### config.mk
export PLATFORM = sky130hd
export DESIGN_NAME = text_pixel_renderer
export DESIGN_NICKNAME = d
export VERILOG_FILES = /design/src/rtl/text_pixel_renderer.sv
export SDC_FILE = /design/constraint.sdc
export NUM_CORES = 1
export LEC_CHECK = 0
export CAP_MARGIN = 20
export CORE_UTILIZATION = 30
export DETAILED_ROUTE_END_ITERATION = 8
export GPL_ROUTABILITY_DRIVEN = 0
export PLACE_DENSITY = 0.56
export SYNTH_ARGS = -nofsm -noshare
export SYNTH_HDL_FRONTEND = slang
export SYNTH_SLANG_ARGS = --single-unit
export TNS_END_PERCENT = 10
### constraint.sdc
create_clock -name Clk -period 1.27 [get_ports Clk]
set_input_delay 0.254 -clock Clk [delete_from_list [all_inputs] [get_ports Clk]]
set_output_delay 0.254 -clock Clk [all_outputs]
set_load 0.005 [all_outputs]
### src/rtl/text_pixel_renderer.sv
// text_pixel_renderer: issues font ROM reads and turns the returned row byte into a registered text_on pixel flag.
// Optional frame-based blink is enabled by defining TEXT_BLINK_EN.
module text_pixel_renderer #(
   parameter int ROM_LATENCY  = 1,
   parameter int BLINK_FRAMES = 30
) (
   input  logic        Clk,
   input  logic        Reset,
   input  logic [9:0]  DrawX,
   input  logic [9:0]  DrawY,
   input  logic [10:0] letter,
   input  logic [2:0]  xOffset,
   output logic [10:0] font_addr,
   input  logic [7:0]  font_data,
   output logic        text_on,
   output logic [9:0]  pix_x,
   output logic [9:0]  pix_y,
   output logic        blink_vis
);
   localparam int D = ROM_LATENCY + 1;

   if (ROM_LATENCY < 1 || ROM_LATENCY > 3 || BLINK_FRAMES < 1) begin : g_bad_cfg
      $error("text_pixel_renderer: unsupported ROM_LATENCY or BLINK_FRAMES");
   end

   logic [10:0]        font_addr_q;
   logic [D-1:0][2:0]  xo_q;
   logic [D-1:0]       vld_q;
   logic [D-1:0][19:0] xy_q;
   logic               text_on_q;
   logic [19:0]        pix_q;
   logic [2:0]         bit_sel;

   // bit 7 is the leftmost pixel, so column c maps to bit 7-c
   assign bit_sel = 3'd7 - xo_q[D-1];

   always_ff @(posedge Clk) begin
      if (Reset) begin
         font_addr_q <= '0;
         xo_q        <= '0;
         vld_q       <= '0;
         xy_q        <= '0;
         text_on_q   <= 1'b0;
         pix_q       <= '0;
      end else begin
         font_addr_q <= letter;
         xo_q        <= {xo_q[D-2:0], xOffset};
         vld_q       <= {vld_q[D-2:0], letter != 11'd0};
         xy_q        <= {xy_q[D-2:0], DrawX, DrawY};
         text_on_q   <= vld_q[D-1] & font_data[bit_sel] & blink_vis;
         pix_q       <= xy_q[D-1];
      end
   end

   assign font_addr = font_addr_q;
   assign text_on   = text_on_q;
   assign pix_x     = pix_q[19:10];
   assign pix_y     = pix_q[9:0];

`ifdef TEXT_BLINK_EN
   localparam int FW = $clog2(BLINK_FRAMES + 1);
   logic [FW-1:0] frame_cnt_q;
   logic          frame_det_q;
   logic          blink_vis_q;
   logic          frame_cond;
   logic          frame_start;
   logic          last_frame;

   // a frame starts on the first cycle of (0,0); holding it there counts once
   assign frame_cond  = (DrawX == 10'd0) && (DrawY == 10'd0);
   assign frame_start = frame_cond & ~frame_det_q;
   assign last_frame  = frame_cnt_q == FW'(BLINK_FRAMES - 1);

   always_ff @(posedge Clk) begin
      if (Reset) begin
         frame_cnt_q <= '0;
         frame_det_q <= 1'b0;
         blink_vis_q <= 1'b1;
      end else begin
         frame_det_q <= frame_cond;
         if (frame_start) begin
            frame_cnt_q <= last_frame ? '0 : frame_cnt_q + 1'b1;
            blink_vis_q <= blink_vis_q ^ last_frame;
         end
      end
   end

   assign blink_vis = blink_vis_q;
`else
   assign blink_vis = 1'b1;
`endif
endmodule

==> results by group, run 1 <==
Power
  – Static Leak: around 1.4 nW
  – PwrDens: 1414 nW/µm²
  – Pwr Total: 4.564 mW
  – Worst vdd ir: 0.4574 mV

Route
  – Post-Route WL: roughly 3500 µm
  – Routed wire length per instance: ~9.6 µm
  – Initial DRC Count: 14
  – Via-to-Cell Ratio: around 3.7
  – Detailed-route DRC error count: 0
  – DR vias: about 1300
  – Antenna viol nets, final: 0
  – 1st-pass router iterations: 3

Placement
  – DPL Wire Length: between 2000 and 2500 µm
  – Post-DP Area: 3092 µm²
  – IO buf count: 75

Cells and area
  – Antenna Diode Count: 0
  – Nets@finish: about 300
  – Fraction of layout cells with a size suffix above 1: 0.06844
  – Final instance area: approximately 3200 µm²
  – Area growth syn-to-layout: 44.00%

Setup path
  – Maximum fanout along the worst path: 3
  – Slowest CP cell: a2111oi_1
  – Setup crit start kind: flop
  – Critical path type: reg2reg
  – Slowest cell delay on critical path: around 0.37 ns
  – Crit-path cells: mux4_1 -> inv_1 -> a2111oi_1
  – CP Data Required Time: 1.49 ns
  – CP endpoint kind: flop
  – Crit path DAT: between 1 and 1.5 ns

Synthesis
  – Yosys cell types: 16
  – Count leader, synth: dfxtp_1
  – Most common flop cell mapped by yosys: dfxtp_1
  – Complex-gate fraction of the synthesized area: 0.01117
  – Simple-gate share of the synthesized area: 0.2367
  – Biggest area consumer among synthesized cells: dfxtp_1
  – Post-synth EDFFs: 0
  – Synth Cell Area: between 2000 and 2500 µm²
  – Syn avg cell area: ~12 µm²
  – Synth Area in Adders: 0
  – Synth Warn #: 0
  – Post-synth top area share: 0.7147
  – Sequential cell area fraction in the yosys report: 0.7147
  – Multiplexer area fraction after synthesis: 0.01675
  – Synthesized net count: ~220
  – Synth top area cells: dfxtp_1, nor2b_1, clkbuf_1, mux4_1, nor3b_2
  – Post-synth ARST share: 0
  – Top cells by count, synth: dfxtp_1, nor2b_1, clkbuf_1, nor4_1
  – XOR/XNOR Fraction of Synth Area: 0
  – Synthesis-stage register bit count: 80
  – Cells after synthesis: 180
  – Largest family of logic cells by synthesized area: simple AND/OR/NAND/NOR gates

Floorplan
  – CORE AREA: a little over 7000 µm²
  – Rows: 31
  – Die H: 88.43 µm
  – Die W: between 80 and 90 µm
  – # IOs: 77
  – Initial Util: 0.3090
  – DIE AREA: ~7800 µm²

Clocking
  – Worst skew pair latency: roughly 0.33 ns
  – Total CTS buffers: 9
  – Postcts setup bufs: 0
  – Num Clock Sinks: 80
  – CTS root buf: clkbuf_8
  – CTS tree: built
  – # resized after CTS: 32
  – Max clock buf depth: 2
  – Worst-path clk slew: ~0.08 ns
  – CTS Hold Bufs: 0
  – H-tree Lvls: 3

Hold path
  – Hold WC Path Type: in2reg

Timing
  – Final setup viols: 0
  – WHS: about 0.23 ns
  – Final hold vios: 0
  – RSZ-0062 raised after global routing: false
  – Clock Skews: between 0.008 and 0.009 ns
  – Period utilization: 0.9228
  – Fmax: 0.8532 GHz
  – Crit path time final: 1.172 ns
  – Setup_tns: 0 ns
  – Slew Limit Fails: 0

Global route
  – Largest net degree at the start of global routing: 80
  – Initial antenna violation count: 0
  – Global-route usage over all layers: 0.1011
  – Via count of the first global-routing pass: roughly 1300
  – Grt ovf: 0
  – First-pass GRT wire length: 5630 µm

Run status
  – Status: finished, final reports clean

Run
  – Max Cap Viol: 0
-- where the power goes --
| part | switching [mW] | total [mW] | internal (mW) | leakage [nW] |
|---|---|---|---|---|
| logic | 0.0977 | 0.314 | 0.217 | 0.623 |
| registers | 0.0212 | 2.63 | 2.61 | 0.660 |
| clock network | 0.847 | 1.61 | 0.768 | 0.0866 |
-- layer usage --
metal / part of all wire / global-route usage / up-vias
met5: 0 / 0 / -
met3: 0.060 / 0.04011 / 12
met1: 0.42 / 0.1060 / 570
met4: 0.039 / 0.08065 / 0
met2: 0.48 / 0.1615 / 41
li1: - / - / 708
-- critical path, delay by kind of cell (launching register included) --
| kind | cells | cell delay (ns) |
|---|---|---|
| AOI/OAI and AO/OA | 1 | 0.37 |
| DFF | 1 | 0.33 |
| muxes | 1 | 0.32 |
| buffers and inverters | 1 | 0.04 |
-- state kept, by name, indices dropped and copies added (netlist names) --
register   flops
font_addr     11
pix_q         20
text_on        1
vld_q          2
xo_q           6
xy_q          40
-- stage by stage --
step                      instances    util  worst slack [ns]
after detailed placement        346  0.4263           -0.1798
after CTS                       362  0.4449           0.08579
after floorplan                 180       -            0.1646
after global placement          346  0.4263           -0.1411
final                           362  0.4449           0.09801
after global routing            362  0.4449           0.05853
-- placed cells by master, fill, tap and decap left out --
cell,instances
dfxtp_1,80
nor2b_1,79
clkdlybuf4s50_1,42
dlygate4sd2_1,32
clkbuf_8,10
nor4_1,2
clkbuf_1,2
clkinv_4,2
nor3_1,1
a31oi_1,1
mux4_1,1
inv_1,1
nand2b_1,1
mux2_2,1
nor3b_2,1
a2111oi_0,1
a2111oi_1,1
conb_1,1
clkinvlp_4,1
clkinv_2,1
buf_2,1
buf_12,1
-- final cells by class --
type / instances / area [µm²]
fillers: 717 / 4026
flip-flops and latches: 80 / 1602
repair buffers: 76 / 725.7
multi-input cells: 90 / 596.8
clock buffers: 12 / 145.1
well taps: 99 / 123.9
clock inverters: 4 / 30.03
inverters: 1 / 3.754
-- worst paths after layout --
check / start / endpoint / slack, ns / cells past startpoint
min: Reset / text_on / 0.23 / 3
max: xo_q[3] / text_on / 0.1 / 3
max reg2reg: xo_q[3] / text_on / 0.1 / 3
min reg2reg: xy_q[14] / xy_q[34] / 0.44 / 1
-- cell families after synthesis --
| logic type | after synthesis |
|---|---|
| other | 1 |
| flip-flops | 80 |
| buffers and inverters | 10 |
| AO/OA/AOI/OAI | 3 |
| multiplexers | 2 |
| AND/OR/NAND/NOR | 84 |
Note: power is estimated with default switching activity, not from simulation.
==> run 2, diff against run 1 <==
--- a/config.mk
+++ b/config.mk
@@ -6,10 +6,12 @@
 export NUM_CORES = 1
 export LEC_CHECK = 0
 export CAP_MARGIN = 20
+export CORE_ASPECT_RATIO = 2
 export CORE_UTILIZATION = 30
 export DETAILED_ROUTE_END_ITERATION = 8
 export GPL_ROUTABILITY_DRIVEN = 0
 export PLACE_DENSITY = 0.56
+export SLEW_MARGIN = 15
 export SYNTH_ARGS = -nofsm -noshare
 export SYNTH_HDL_FRONTEND = slang
 export SYNTH_SLANG_ARGS = --single-unit
==> results by group, run 2 (same netlist as run 1, synthesis figures left out) <==
Power
  – Reg power frac: 0.474
  – Static Leak: about 1.4 nW
  – PwrDens: between 1500 and 2000 nW/µm²
  – Pwr Total: roughly 5.6 mW
  – Clock power frac: 0.470
  – Logic gate share of total power: 0.057
  – Worst vdd ir: between 0.6 and 0.7 mV
  – Internal power: roughly 4.6 mW
  – Switching share of power: 0.1805
  – Psw: 1.006 mW

Clocking
  – Worst-path clk slew: about 0.050 ns
  – Num Clock Sinks: 80
  – CTS root buf: clkbuf_16
  – Worst skew pair latency: 0.32 ns
  – Postcts setup bufs: 0
  – Max clock buf depth: 2
  – CTS tree: built
  – Total CTS buffers: 9
  – H-tree Lvls: 3
  – CTS Hold Bufs: 0

Cells and area
  – Antenna Diode Count: 0
  – Most common cell after layout, fill and taps aside: dfxtp_1
  – Final instance area: between 3000 and 4000 µm²
  – Fin cells: 356
  – FF+latch area: ~1600 µm²
  – Area growth syn-to-layout: 50.36%
  – Nets@finish: just over 300
  – Fin util: 0.4637
  – Most frequent cells in the layout: dfxtp_1, nor2b_1, clkdlybuf4s50_1, dlygate4sd2_1, clkbuf_16
  – Fraction of layout cells with a size suffix above 1: 0.07576
  – Max reg flops: 40
  – Footprint of the multi-input gates: roughly 600 µm²
  – Register bank with the most flops: xy_q
  – Fill cells: 729

Setup path
  – Setup crit start kind: flop
  – Slowest CP cell: mux4_1
  – Crit-path cells: mux4_1 -> inv_1 -> a2111oi_1
  – Top delay family on crit path: multiplexers
  – CP Data Required Time: approximately 1.5 ns
  – Crit path DAT: between 1 and 1.5 ns
  – Worst Path Buf+Inv: 1
  – CP endpoint kind: flop
  – Critical path type: reg2reg
  – Maximum fanout along the worst path: 3
  – Slowest cell delay on critical path: around 0.55 ns

Timing
  – WHS: about 0.28 ns
  – Clock Skews: 0.003030 ns
  – Final setup viols: 0
  – Period utilization: 0.9170
  – Slew Limit Fails: 0
  – Crit path time final: 1.165 ns
  – Final setup margin: ~0.11 ns
  – Final hold vios: 0
  – Setup_tns: 0 ns
  – RSZ-0062 raised after global routing: false
  – Fmax: between 0.8 and 0.9 GHz

Global route
  – Initial antenna violation count: 0
  – Grt ovf: 0
  – Global-route usage over all layers: 0.1029
  – First-pass GRT wire length: ~5900 µm
  – Via count of the first global-routing pass: ~1300
  – Largest net degree at the start of global routing: 50

Route
  – Via-to-Cell Ratio: slightly below 4
  – 1st-pass router iterations: 4
  – DR vias: 1377
  – Initial DRC Count: 47
  – Post-Route WL: approximately 3700 µm
  – Detailed-route DRC error count: 0
  – Routed wire length per instance: between 10 and 15 µm
  – Antenna viol nets, final: 0

Placement
  – Post-DP Area: 3090 µm²
  – Pre-CTS setup slack: -0.1945 ns
  – IO buf count: between 70 and 80
  – Post-placement cell count: between 300 and 400
  – DPL Wire Length: between 2000 and 2500 µm

Run status
  – Status: finished, final reports clean

Floorplan
  – Initial Util: 0.3084
  – Rows: 44
  – Die H: about 120 µm
  – # IOs: 77
  – DIE AREA: around 7800 µm²
  – CORE AREA: roughly 7300 µm²
  – Die W: about 63 µm

Run
  – Max Cap Viol: 0

Hold path
  – Hold WC Path Type: in2reg
## run 2: power groups by stage
stage / Combinational [mW] / Sequential [mW] / Clock (mW)
6_report: 0.316 / 2.64 / 2.62
3_3_place_gp: 0.344 / 2.70 / 0
5_1_grt: 0.347 / 2.65 / 2.81
3_5_place_dp: 0.346 / 2.70 / 0
4_1_cts: 0.323 / 2.64 / 2.70
2_1_floorplan: 0.117 / 2.70 / 0
## run 2: path summary, 6_finish.rpt
kind                 from  endpoint  slack [ns]  cells after the start
hold reg to reg   xy_q[1]  xy_q[21]        0.43                      1
setup reg to reg  xo_q[3]   text_on        0.11                      3
hold / removal      Reset   text_on        0.28                      3
setup / recovery  xo_q[3]   text_on        0.11                      3
## run 2: layout make-up
type	count	share of cell area
flip-flops and latches	80	0.4753
clock buffers	14	0.08429
clock inverters	2	0.01040
repair buffers	77	0.2176
well taps	92	0.03416
multi-input cells	90	0.1771
inverters	1	0.001114
## run 2: repair_timing
item / in CTS / in global routing
resized for setup: 32 / 0
endpoints found under the setup margin: 32 / 0
hold endpoints to repair: 0 / 0
## run 2: per-layer routing
metal / part of all wire / up-vias / track usage
li1: - / 711 / -
met1: 0.36 / 602 / 0.09455
met2: 0.55 / 56 / 0.1771
met3: 0.063 / 8 / 0.03585
met4: 0.033 / 0 / 0.08208
met5: 0 / - / 0
## run 2: worst min-delay path: cells and delay by family
family | cells | cell delay [ns]
AO/OA/AOI/OAI | 1 | 0.05
buffers and inverters | 1 | 0.12
AND/OR/NAND/NOR | 1 | 0.12
==> run 3, diff against run 2 <==
--- a/config.mk
+++ b/config.mk
@@ -5,7 +5,7 @@
 export SDC_FILE = /design/constraint.sdc
 export NUM_CORES = 1
 export LEC_CHECK = 0
-export CAP_MARGIN = 20
+export ABC_CLOCK_PERIOD_IN_PS = 1270
 export CORE_ASPECT_RATIO = 2
 export CORE_UTILIZATION = 30
 export DETAILED_ROUTE_END_ITERATION = 8
==> results of run 3 <==
Same layout as run 2: the final DEF is identical, and so are final timing and power.
